===== config.mk =====
export PLATFORM = sky130hd
export DESIGN_NAME = csr_file
export DESIGN_NICKNAME = d
export VERILOG_FILES = /design/src/rtl/csr_file.sv
export SDC_FILE = /design/constraint.sdc
export NUM_CORES = 1
export LEC_CHECK = 0
export BUFFER_PORTS_ARGS = -buffer_cell sky130_fd_sc_hd__buf_4
export CELL_PAD_IN_SITES_DETAIL_PLACEMENT = 1
export CELL_PAD_IN_SITES_GLOBAL_PLACEMENT = 1
export CORE_MARGIN = 1.5
export CORE_UTILIZATION = 46
export DETAILED_ROUTE_END_ITERATION = 8
export PLACE_DENSITY_LB_ADDON = 0.1
export SYNTH_ARGS = -nofsm -noshare
export SYNTH_HDL_FRONTEND = slang
export SYNTH_SLANG_ARGS = --single-unit
export TNS_END_PERCENT = 5

===== constraint.sdc =====
create_clock -name clock -period 6.28 [get_ports clock]
set_input_delay 0.314 -clock clock [delete_from_list [all_inputs] [get_ports clock]]
set_output_delay 0.314 -clock clock [all_outputs]
set_load 0.05 [all_outputs]

===== src/rtl/csr_file.sv =====
// Machine-mode CSR file: storage for the trap/interrupt CSRs, 64-bit cycle and
// retired-instruction counters, trap entry / mret sequencing, and a
// combinational read port that forwards a same-cycle write.
module csr_file #(
  parameter logic [31:0] RESET_MTVEC = 32'h0000_0000,
  parameter logic [31:0] HART_ID     = 32'd0
) (
  input  logic        clock,
  input  logic        reset,
  input  logic [11:0] readAddress,
  output logic [31:0] readData,
  output logic        readIllegal,
  input  logic        csrDestinationEnable,
  input  logic [11:0] destinationCSR,
  input  logic [31:0] csrWriteData,
  input  logic        retire,
  input  logic        interrupt,
  input  logic        trapEnter,
  input  logic [31:0] trapPC,
  input  logic [31:0] trapCause,
  input  logic        mret,
  output logic [31:0] trapVector,
  output logic [31:0] returnPC,
  output logic        interruptPending
);

  localparam logic [11:0] A_MSTATUS   = 12'h300;
  localparam logic [11:0] A_MIE       = 12'h304;
  localparam logic [11:0] A_MTVEC     = 12'h305;
  localparam logic [11:0] A_MSCRATCH  = 12'h340;
  localparam logic [11:0] A_MEPC      = 12'h341;
  localparam logic [11:0] A_MCAUSE    = 12'h342;
  localparam logic [11:0] A_MIP       = 12'h344;
  localparam logic [11:0] A_MCYCLE    = 12'hB00;
  localparam logic [11:0] A_MINSTRET  = 12'hB02;
  localparam logic [11:0] A_MCYCLEH   = 12'hB80;
  localparam logic [11:0] A_MINSTRETH = 12'hB82;
  localparam logic [11:0] A_CYCLE     = 12'hC00;
  localparam logic [11:0] A_INSTRET   = 12'hC02;
  localparam logic [11:0] A_CYCLEH    = 12'hC80;
  localparam logic [11:0] A_INSTRETH  = 12'hC82;
  localparam logic [11:0] A_MHARTID   = 12'hF14;

  logic        mstatus_mie, mstatus_mpie, mie_meie, mip_meip;
  logic [31:0] mtvec, mscratch, mepc, mcause;
  logic [63:0] mcycle, minstret;
  logic [63:0] mcycle_next, minstret_next;
  logic [31:0] stored_value, write_masked;
  logic        write_hits_read;

  // Only the M-mode CSRs with storage accept writes; counters' user aliases,
  // mip and mhartid are read-only.
  function automatic logic is_writable(input logic [11:0] addr);
    case (addr)
      A_MSTATUS, A_MIE, A_MTVEC, A_MSCRATCH, A_MEPC, A_MCAUSE,
      A_MCYCLE, A_MCYCLEH, A_MINSTRET, A_MINSTRETH: return 1'b1;
      default: return 1'b0;
    endcase
  endfunction

  // Value a write would leave behind once unimplemented bits are dropped;
  // mstatus.MPP is hardwired to machine mode.
  function automatic logic [31:0] mask_write(input logic [11:0] addr, input logic [31:0] wd);
    case (addr)
      A_MSTATUS: return {19'd0, 2'b11, 3'd0, wd[7], 3'd0, wd[3], 3'd0};
      A_MIE:     return {20'd0, wd[11], 11'd0};
      A_MEPC:    return {wd[31:2], 2'b00};
      default:   return wd;
    endcase
  endfunction

  logic wr_mstatus, wr_mie, wr_mtvec, wr_mscratch, wr_mepc, wr_mcause;
  logic wr_mcycle, wr_mcycleh, wr_minstret, wr_minstreth;

  assign write_masked = mask_write(destinationCSR, csrWriteData);
  assign wr_mstatus   = csrDestinationEnable && (destinationCSR == A_MSTATUS);
  assign wr_mie       = csrDestinationEnable && (destinationCSR == A_MIE);
  assign wr_mtvec     = csrDestinationEnable && (destinationCSR == A_MTVEC);
  assign wr_mscratch  = csrDestinationEnable && (destinationCSR == A_MSCRATCH);
  assign wr_mepc      = csrDestinationEnable && (destinationCSR == A_MEPC);
  assign wr_mcause    = csrDestinationEnable && (destinationCSR == A_MCAUSE);
  assign wr_mcycle    = csrDestinationEnable && (destinationCSR == A_MCYCLE);
  assign wr_mcycleh   = csrDestinationEnable && (destinationCSR == A_MCYCLEH);
  assign wr_minstret  = csrDestinationEnable && (destinationCSR == A_MINSTRET);
  assign wr_minstreth = csrDestinationEnable && (destinationCSR == A_MINSTRETH);

  assign write_hits_read = csrDestinationEnable && (destinationCSR == readAddress)
                           && is_writable(destinationCSR);

  // Read mux over stored state, then forward a same-cycle write to the reader.
  always_comb begin
    // NOTE: every always_comb output gets a default first so no path leaves it unassigned (no latch).
    stored_value = 32'd0;
    readIllegal  = 1'b0;
    case (readAddress)
      A_MSTATUS:              stored_value = {19'd0, 2'b11, 3'd0, mstatus_mpie, 3'd0, mstatus_mie, 3'd0};
      A_MIE:                  stored_value = {20'd0, mie_meie, 11'd0};
      A_MTVEC:                stored_value = mtvec;
      A_MSCRATCH:             stored_value = mscratch;
      A_MEPC:                 stored_value = mepc;
      A_MCAUSE:               stored_value = mcause;
      A_MIP:                  stored_value = {20'd0, mip_meip, 11'd0};
      A_MCYCLE, A_CYCLE:      stored_value = mcycle[31:0];
      A_MCYCLEH, A_CYCLEH:    stored_value = mcycle[63:32];
      A_MINSTRET, A_INSTRET:  stored_value = minstret[31:0];
      A_MINSTRETH, A_INSTRETH: stored_value = minstret[63:32];
      A_MHARTID:              stored_value = HART_ID;
      default:                readIllegal  = 1'b1;
    endcase
    readData = write_hits_read ? write_masked : stored_value;
  end

  // Counter next-state: a write replaces only the half it targets; the other
  // half follows the normal increment (and carry from the old low half).
  always_comb begin
    mcycle_next   = mcycle + 64'd1;
    minstret_next = minstret + {63'd0, retire};
    if (wr_mcycle)    mcycle_next[31:0]    = csrWriteData;
    if (wr_mcycleh)   mcycle_next[63:32]   = csrWriteData;
    if (wr_minstret)  minstret_next[31:0]  = csrWriteData;
    if (wr_minstreth) minstret_next[63:32] = csrWriteData;
  end

  // CSR state update: trap entry outranks mret, which outranks a software write.
  always_ff @(posedge clock) begin
    // NOTE: sequential state uses non-blocking assignments so all registers update from pre-edge values.
    if (!reset) begin
      mstatus_mie  <= 1'b0;
      mstatus_mpie <= 1'b0;
      mie_meie     <= 1'b0;
      mip_meip     <= 1'b0;
      mtvec        <= RESET_MTVEC;
      mscratch     <= 32'd0;
      mepc         <= 32'd0;
      mcause       <= 32'd0;
      mcycle       <= 64'd0;
      minstret     <= 64'd0;
    end else begin
      mip_meip <= interrupt;
      mcycle   <= mcycle_next;
      minstret <= minstret_next;

      if (trapEnter) begin
        mstatus_mpie <= mstatus_mie;
        mstatus_mie  <= 1'b0;
      end else if (mret) begin
        mstatus_mie  <= mstatus_mpie;
        mstatus_mpie <= 1'b1;
      end else if (wr_mstatus) begin
        mstatus_mie  <= csrWriteData[3];
        mstatus_mpie <= csrWriteData[7];
      end

      if (trapEnter)    mepc <= trapPC & ~32'd3;
      else if (wr_mepc) mepc <= write_masked;

      if (trapEnter)      mcause <= trapCause;
      else if (wr_mcause) mcause <= csrWriteData;

      if (wr_mie)      mie_meie <= csrWriteData[11];
      if (wr_mtvec)    mtvec    <= csrWriteData;
      if (wr_mscratch) mscratch <= csrWriteData;
    end
  end

  assign trapVector       = {mtvec[31:2], 2'b00};
  assign returnPC         = mepc;
  assign interruptPending = mip_meip & mie_meie & mstatus_mie;

endmodule

==> impl_metrics.env <==
export IMPL_area_growth_pct=16.23
export IMPL_critPathCaptureType="primary output"
export IMPL_insertedDiodeCount=0
export IMPL_worst_slew_pin_slew_ns=1.280
export IMPL_cts_root_buf="clkbuf_16"
export IMPL_syn_area_um2=15060
export IMPL_min_period_ns=4.251
export IMPL_async_flop_share_pct=0
export IMPL_holdPathStages=3
export IMPL_crit_path_frequent_cell="buf_4"
export IMPL_critPathBufInv=2
export IMPL_cp_cell_sequence="buf_4 > nor4b_2 > nand2_1 > nor3_1 > a222oi_1 > nand3_1 > a22o_1 > buf_4"
export IMPL_period_share_pct=67.68
export IMPL_fp_coreArea_um2=32370
export IMPL_slew_viol_final=0
export IMPL_ff2ff_path_depth=6
export IMPL_path_depth=8
export IMPL_die_x_um=184.0
export IMPL_rsz0062_at_grt="false"
export IMPL_ir_drop_v=0.0002057
export IMPL_synthCells=1918
export IMPL_slowest_stage="nor3_1"
export IMPL_max_slew_margin_rel_pct=14.32
export IMPL_drt_pass1_iterations=7
export IMPL_synthTopCellsByArea="dfxtp_1, a21oi_1, nand2_1, o21ai_0, mux2i_1"
export IMPL_yosys_area_top_type="dfxtp_1"
export IMPL_drc_errors=0
export IMPL_worst_path_largest_cell_delay_ns=1.10
export IMPL_fin_worst_skew_ns=0.02833
export IMPL_port_buffers=220
export IMPL_ant_nets=0
export IMPL_fin_ws_ns=2.029
export IMPL_clock_sinks=260
export IMPL_hp_class="in2reg"
export IMPL_cts_htree_levels=1
export IMPL_drt_iter0_markers=1479
export IMPL_vias=15354
export IMPL_io_pins=225
export IMPL_start_kind="input pin"
export IMPL_routed_wl_um=60360
export IMPL_fin_tns_setup_ns=0
export IMPL_grt_ovfl_total=0
export IMPL_synth_top_area_share_pct=34.55
export IMPL_antenna_found_initial=1
export IMPL_drv_cap=0
export IMPL_track_usage_pct=35.13
export IMPL_status="finished clean"
export IMPL_dp_hpwl_um=43620
export IMPL_gp_congestion=0.9285
export IMPL_syn_avg_cell_area_um2=7.854
export IMPL_fmax_ghz=0.2353
export IMPL_cp_required_ns=5.97
export IMPL_fin_nets=2125
export IMPL_yosys_warnings=0
export IMPL_clockBufferDepth=3
export IMPL_synth_distinct_cells=73
export IMPL_rows=66
export IMPL_dominantRegCellSynth="dfxtp_1"
export IMPL_die_area_um2=33840
export IMPL_initial_utilization_pct=46.53
export IMPL_cp_top_family="simple AND/OR/NAND/NOR gates"
export IMPL_vias_per_cell=6.244
export IMPL_grt_first_pass_wirelength_um=91840
export IMPL_synth_commonest_cells="dfxtp_1, nand2_1, a21oi_1"
export IMPL_pwr_density_cell_nw_per_um2=219.8
export IMPL_cts_tree="done"
export IMPL_cts_buffers=30
export IMPL_ys_seq_area_share_pct=34.55
export IMPL_holdWs_ns=0.03478
export IMPL_setup_viol=0
export IMPL_grt_pass1_vias=15263
export IMPL_hold_viol=0
export IMPL_synth_edf_count=0
export IMPL_cts_clk_slew_worst_paths_ns=0.06
export IMPL_wire_per_inst_um=24.55
export IMPL_die_y_um=184.0
export IMPL_drive_gt1_share_pct=17.25
export IMPL_grt_max_degree=95
export IMPL_place_ws_ns=2.125
export IMPL_critPathKind="in2out"
export IMPL_critPathArrivalTime_ns=3.94
export IMPL_cp_max_fo=44
export IMPL_clk_insertion_delay_late_ns=0.57
export IMPL_p_leak_nw=6.353
export IMPL_yosysMostFrequentCell="dfxtp_1"
export IMPL_power_w=0.003848
export IMPL_ys_ff_latch=260
## metal layers
layer	vias up	global-route usage, %	routed length [um]
li1	7032	-	-
met5	-	0	11
met2	582	57.77	27950
met4	2	8.393	1351
met3	89	6.062	4559
met1	7649	47.71	26490
## cell type report
| type | count | area, um2 |
|---|---|---|
| Multi-Input combinational cell | 1438 | 8846 |
| Clock buffer | 46 | 912.1 |
| Clock inverter | 8 | 67.56 |
| Tap cell | 442 | 553.0 |
| Sequential cell | 260 | 5205 |
| Inverter | 20 | 77.57 |
| Fill cell | 3999 | 14860 |
| Timing Repair Buffer | 245 | 1847 |
## kinds of logic after synthesis
logic type / Yosys count / share of synthesized area (%)
mux: 97 / 6.728
simple gates: 617 / 20.57
fa+ha+maj: 3 / 0.2492
xor+xnor: 134 / 7.791
other cells: 1 / 0.02490
buf+inv: 221 / 6.952
compound gates: 585 / 23.13
flops: 260 / 34.55
## power breakdown
group	total, W	leakage, nW	switching (W)	internal (W)
clock	0.00176	0.486	0.000727	0.00103
sequential	0.00171	2.11	0.0000303	0.00168
combinational	0.000377	3.76	0.000246	0.000131
## worst paths after layout
kind              slack [ns]                       from                   endpoint
setup / recovery        2.03             readAddress[7]               readData[30]
hold / removal          0.03               trapCause[9]     mcause[9]$_SDFFE_PN0P_
setup reg to reg        3.28      mcycle[10]$_SDFF_PN0_      mcycle[63]$_SDFF_PN0_
hold reg to reg         0.46  mscratch[29]$_SDFFE_PN0P_  mscratch[29]$_SDFFE_PN0P_
## through the flow
step           std cells  area [um2]  util [%]
2_1_floorplan       1919       15070         -
3_5_place_dp        2402       16500     50.97
4_1_cts             2459       17510     54.09
5_1_grt             2459       17510     54.09
6_report            2459       17510     54.09
3_3_place_gp        2402       16500     50.97
## flip-flops by register name (all words and copies together), names as in the netlist
name          count
mstatus_mpie      1
mscratch         32
mie_meie          1
mtvec            32
minstret         64
mstatus_mie       1
mip_meip          1
mcycle           64
mcause           32
returnPC         32
## cells in the final DEF (no fill, tap or decap), types with 28 or more instances in the layout
cell / n
xnor2_1: 68
nand3_1: 68
o21ai_0: 177
a211oi_1: 37
nand4_1: 33
xor2_1: 66
dfxtp_1: 260
buf_4: 242
nor3_1: 39
clkbuf_16: 31
a21oi_1: 214
a31oi_1: 28
nor2_1: 96
a22o_1: 29
nand2_1: 259
mux2i_1: 72
a22oi_1: 33
## worst reg2reg max path, cell delays in order, from the launching register on
cell     delay (ns)
dfxtp_1        0.48
and4_1         0.28
and3_1         0.45
nand4_1        0.68
nor4_1         0.70
xnor2_1        0.19
a21oi_1        0.08
## what timing repair did
action,4_1_cts,5_1_grt
endpoints found under the hold margin,3,0
hold buffers,3,0
gates resized for setup,0,0
buffers inserted,0,0
Power figures use the tool's default switching activity.
